<file path="src/rtl/vec_mat_mult_1xn.sv">
// rtl/vec_mat_mult_1xn.sv - row-vector by matrix multiplier, Res = x^T * A, one matrix row per enabled cycle
//
// Purpose: serial 1xN by NxN fixed-point multiply for the Kalman datapath.
// Ports:
//   clk        rising-edge clock
//   rst_n      asynchronous active-low reset
//   clk_en     clock enable; all state advances only when high
//   startMult  compute request, accepted only in IDLE
//   x          row vector operand, signed Q(intDigits).(WIDTH-intDigits)
//   A          matrix operand, A[row][col]
//   Res        result, Res[j] = sum_i x[i]*A[i][j], modular WIDTH-bit wrap
//   endMult    result-valid strobe, high for exactly one enabled cycle
module vec_mat_mult_1xn #(
    parameter int WIDTH     = 16,
    parameter int nos       = 4,
    parameter int intDigits = 12
) (
    input  logic             clk,
    input  logic             rst_n,
    input  logic             clk_en,
    input  logic             startMult,
    input  logic [WIDTH-1:0] x   [0:nos-1],
    input  logic [WIDTH-1:0] A   [0:nos-1][0:nos-1],
    output logic [WIDTH-1:0] Res [0:nos-1],
    output logic             endMult
);

    localparam int IW      = (nos > 1) ? $clog2(nos) : 1;
    localparam int INTBITS = 2*WIDTH - intDigits - 1;
    localparam logic [IW-1:0] LAST_IDX = IW'(nos - 1);

    typedef enum logic [1:0] {
        IDLE    = 2'd0,
        ONMULT  = 2'd1,
        ENDMULT = 2'd2
    } state_t;

    state_t           r_state;
    logic [IW-1:0]    r_idx;
    logic [WIDTH-1:0] r_res [0:nos-1];
    logic [WIDTH-1:0] w_term [0:nos-1];

    // Rescale the double-width product back to the operand format. Keeping the
    // product MSB as the sign and dropping low fraction bits gives floor rounding.
    function automatic logic [WIDTH-1:0] rescale(input logic signed [2*WIDTH-1:0] p);
        logic [WIDTH-1:0] t;
        t = {p[2*WIDTH-1], p[INTBITS-1 -: WIDTH-1]};
        return t;
    endfunction

    // Products for the row currently selected by the index.
    always_comb begin
        for (int j = 0; j < nos; j++) begin
            w_term[j] = rescale($signed(x[r_idx]) * $signed(A[r_idx][j]));
        end
    end

    always_ff @(posedge clk or negedge rst_n) begin
        if (!rst_n) begin
            r_state <= IDLE;
            r_idx   <= '0;
            for (int j = 0; j < nos; j++) r_res[j] <= '0;
        end else if (clk_en) begin
            case (r_state)
                IDLE: begin
                    r_idx <= '0;
                    if (startMult) begin
                        r_state <= ONMULT;
                        for (int j = 0; j < nos; j++) r_res[j] <= '0;
                    end
                end
                ONMULT: begin
                    for (int j = 0; j < nos; j++) r_res[j] <= r_res[j] + w_term[j];
                    if (r_idx == LAST_IDX) begin
                        r_idx   <= '0;
                        r_state <= ENDMULT;
                    end else begin
                        r_idx <= r_idx + 1'b1;
                    end
                end
                ENDMULT: begin
                    r_idx   <= '0;
                    r_state <= IDLE;
                end
                default: begin
                    r_idx   <= '0;
                    r_state <= IDLE;
                end
            endcase
        end
    end

    assign endMult = (r_state == ENDMULT);
    assign Res     = r_res;

endmodule

</file>
<file path="config.mk">
export PLATFORM = sky130hd
export DESIGN_NAME = vec_mat_mult_1xn
export DESIGN_NICKNAME = d
export VERILOG_FILES = /design/src/rtl/vec_mat_mult_1xn.sv
export SDC_FILE = /design/constraint.sdc
export NUM_CORES = 2
export LEC_CHECK = 0
export CAP_MARGIN = 30
export CORE_MARGIN = 3
export CORE_UTILIZATION = 62
export DETAILED_ROUTE_END_ITERATION = 10
export MAX_ROUTING_LAYER = met4
export PLACE_DENSITY_LB_ADDON = 0.15
export SLEW_MARGIN = 20
export SYNTH_ARGS = -nofsm -noshare
export SYNTH_HDL_FRONTEND = slang
export SYNTH_SLANG_ARGS = --single-unit
</file>
<file path="constraint.sdc">
create_clock -name clk -period 12.56 [get_ports clk]
set_clock_uncertainty 0.1 [all_clocks]
set_input_delay 1.884 -clock clk [delete_from_list [all_inputs] [get_ports clk]]
set_output_delay 1.884 -clock clk [all_outputs]
set_load 0.02 [all_outputs]
</file>
==> results.md <==
- Post-synth ARST share: between 90% and 100%
- CTS root buf: clkbuf_16
- Tmin final: between 10 and 15 ns
- CP max stage cell: o31ai_1
- Final hold viol count: 0
- Max Clock Freq: around 98 MHz
- Setup crit end kind: register
- Post-CTS Setup Repair Bufs: 0
- Gr usage total: 35.2%
- RSZ-0062 raised after global routing: false
- Ys Warns: 0
- Antenna Nets Post-Route: 0
- Endpoints failing setup: 0
- CTS Buffer Depth: 2
- Drt pass-1 iters: 8
- Library cells used by synthesis: 68
- Dpl hpwl: a little over 100 mm
- Initial core utilization: a little over three fifths
- Die H: 275 µm
- DR WL/cell: ~20 µm
- Worst-path fanout max: 22
- Starting DRT DRC Count: 2511
- CTS H-tree lvls: 3
- Gate Count Post-Synth: roughly 5000
- Worst slew pin tran: roughly 1.0 ns
- Critical Path RT: 12.75 ns
- GRT overflow: 0
- Yosys top cell area share: a little under half
- Post-synth net total: just under 7000
- Worst Hold Class: reg2reg
- CTS tree: yes
- Syn Std Cell Area: about 0.045 mm²
- Tcrit/Tclk final: about 82%
- Syn Area/Cell: roughly 8.9 µm²
- Synth Register Bits: 68
- Max stage delay on crit path: roughly 0.75 ns
- Most used cell, CP: fa_1
- Sequential element share of the synthesized area: under 10%
- TNS Setup: 0 ns
- Largest net degree at the start of global routing: 134
- Initial antenna violation count: 3
- Top cells by area, synth: fa_1 47%, inv_1 11%, ha_1 11%, nand2_1 5.8%, dfrtp_1 3.8%
- Total core area: 0.0708 mm²
- CP arrival: about 10 ns
- Total CTS buffers: 9
- Count of max-cap constraint violations: 0
- Count of standard-cell rows: between 90 and 100
- Vias in the first global route: 37300
- Hold buffer count at CTS: 0
- CTS-repair resized insts: 0
- Final setup margin: about 2.3 ns
- WL final: 124 mm
- IO Port Bufs: 388
- RePlAce Congestion: roughly 0.94
- Layout cells sized above 1: about 4.1%
- EDFF count, synth: 0
- Most common cell after layout, fill and taps aside: inv_1
- Critical path class: in2reg
- Fin. max-slew vios: 0
- Final hold slack: ~0.41 ns
- Clock sink count: approximately 70
- Area Growth Syn to Fin: 11.8%
- Worst setup SP type: input port
- Die area: around 0.075 mm²
- # IOs: around 390
- Die width: 275 µm
- Delay-heaviest family, CP: adder cells
- DRC violations left: 0
- Clk slew on worst S/H paths: ~0.07 ns
- Post-synth top area cell: fa_1
- Final Net Count: between 7000 and 8000
- Final core utilization: 70.7%
- Drt via density: 5.61
- Latest clock arrival within the worst-skew pair: 0.37 ns
- Most frequent cells in the layout: 1313 x inv_1, 1052 x fa_1, 697 x nand2_1
- Buffers & Inverters on Critical Path: 5
- Via count: around 35000
- Setup Slack @ Placement: 2.12 ns
- First-pass GRT wire length: a little under 200 mm
- Outcome: finished clean
- Synth Flop Type: dfrtp_1
- Slew HR: approximately a third
## state kept, by name, summed over array words and instances (netlist names)
signal	cells
Res	64
r_idx	2
r_state	2
## final timing paths
path / start / to / slack [ns] / cells after the start
setup / recovery: x[26] / Res[63]$_DFFE_PN0P_ / 2.32 / 26
setup reg to reg: r_idx[0]$_DFFE_PN0P_ / Res[63]$_DFFE_PN0P_ / 2.82 / 26
max in group asynchronous: rst_n / Res[41]$_DFFE_PN0P_ / 10.45 / 2
hold reg to reg: r_state[1]$_DFFE_PN0P_ / r_state[0]$_DFFE_PN0P_ / 0.41 / 1
hold / removal: r_state[1]$_DFFE_PN0P_ / r_state[0]$_DFFE_PN0P_ / 0.41 / 1
min in group asynchronous: rst_n / Res[20]$_DFFE_PN0P_ / 1.31 / 1
## stage by stage
| step | cell area (µm²) | std cells |
|---|---|---|
| 5_1_grt | 50100 | 6268 |
| 6_report | 50100 | 6269 |
| 3_5_place_dp | 49600 | 6246 |
| 4_1_cts | 49900 | 6262 |
| 2_1_floorplan | 44800 | 5059 |
| 3_3_place_gp | 49600 | 6245 |
## layout make-up
class                   instances  area (µm²)
clock inverters                 7        75.1
repair buffers                455        4500
well taps                     940        1180
fillers                      5627       20700
clock buffers                   9         225
flip-flops and latches         68        1710
diodes                          2        5.00
inverters                    1313        4930
multi-input cells            3475       37400
## synth_stat cells (14+ instances only)
cell type	count
a21o_1	39
a21oi_1	71
and2_1	135
buf_1	14
clkbuf_1	176
dfrtp_1	68
fa_1	1052
ha_1	377
inv_1	1313
mux2_2	45
mux2i_1	44
mux4_2	42
nand2_1	697
nand2b_1	33
nor2_1	380
nor2b_1	25
nor3_1	26
o21a_1	54
o21ai_0	87
o21ai_1	64
or3_1	19
xnor2_1	110
xor2_1	22
## cells by family (layout without fill, tap and decap cells)
group                    after synthesis  after routing  synth area share, %
buffers and inverters               1516           1784                 12.8
adder cells (fa/ha/maj)             1429           1429                 57.6
AND/OR/NAND/NOR                     1361           1361                 12.9
AO/OA/AOI/OAI                        420            420                 6.03
XOR/XNOR                             134            134                 2.68
multiplexers                         131            131                 4.23
flip-flops                            68             68                 3.80
other                                  0              2                    0
## per-layer routing
metal	wire length (µm)	track usage (%)
met1	47800	45.2
met2	59300	56.4
met3	11500	6.81
met4	5200	12.1
met5	0	-
Power is left out: the tool's default activity adds up to more than one toggle a clock period on the data nets, which glitch-free logic cannot reach.
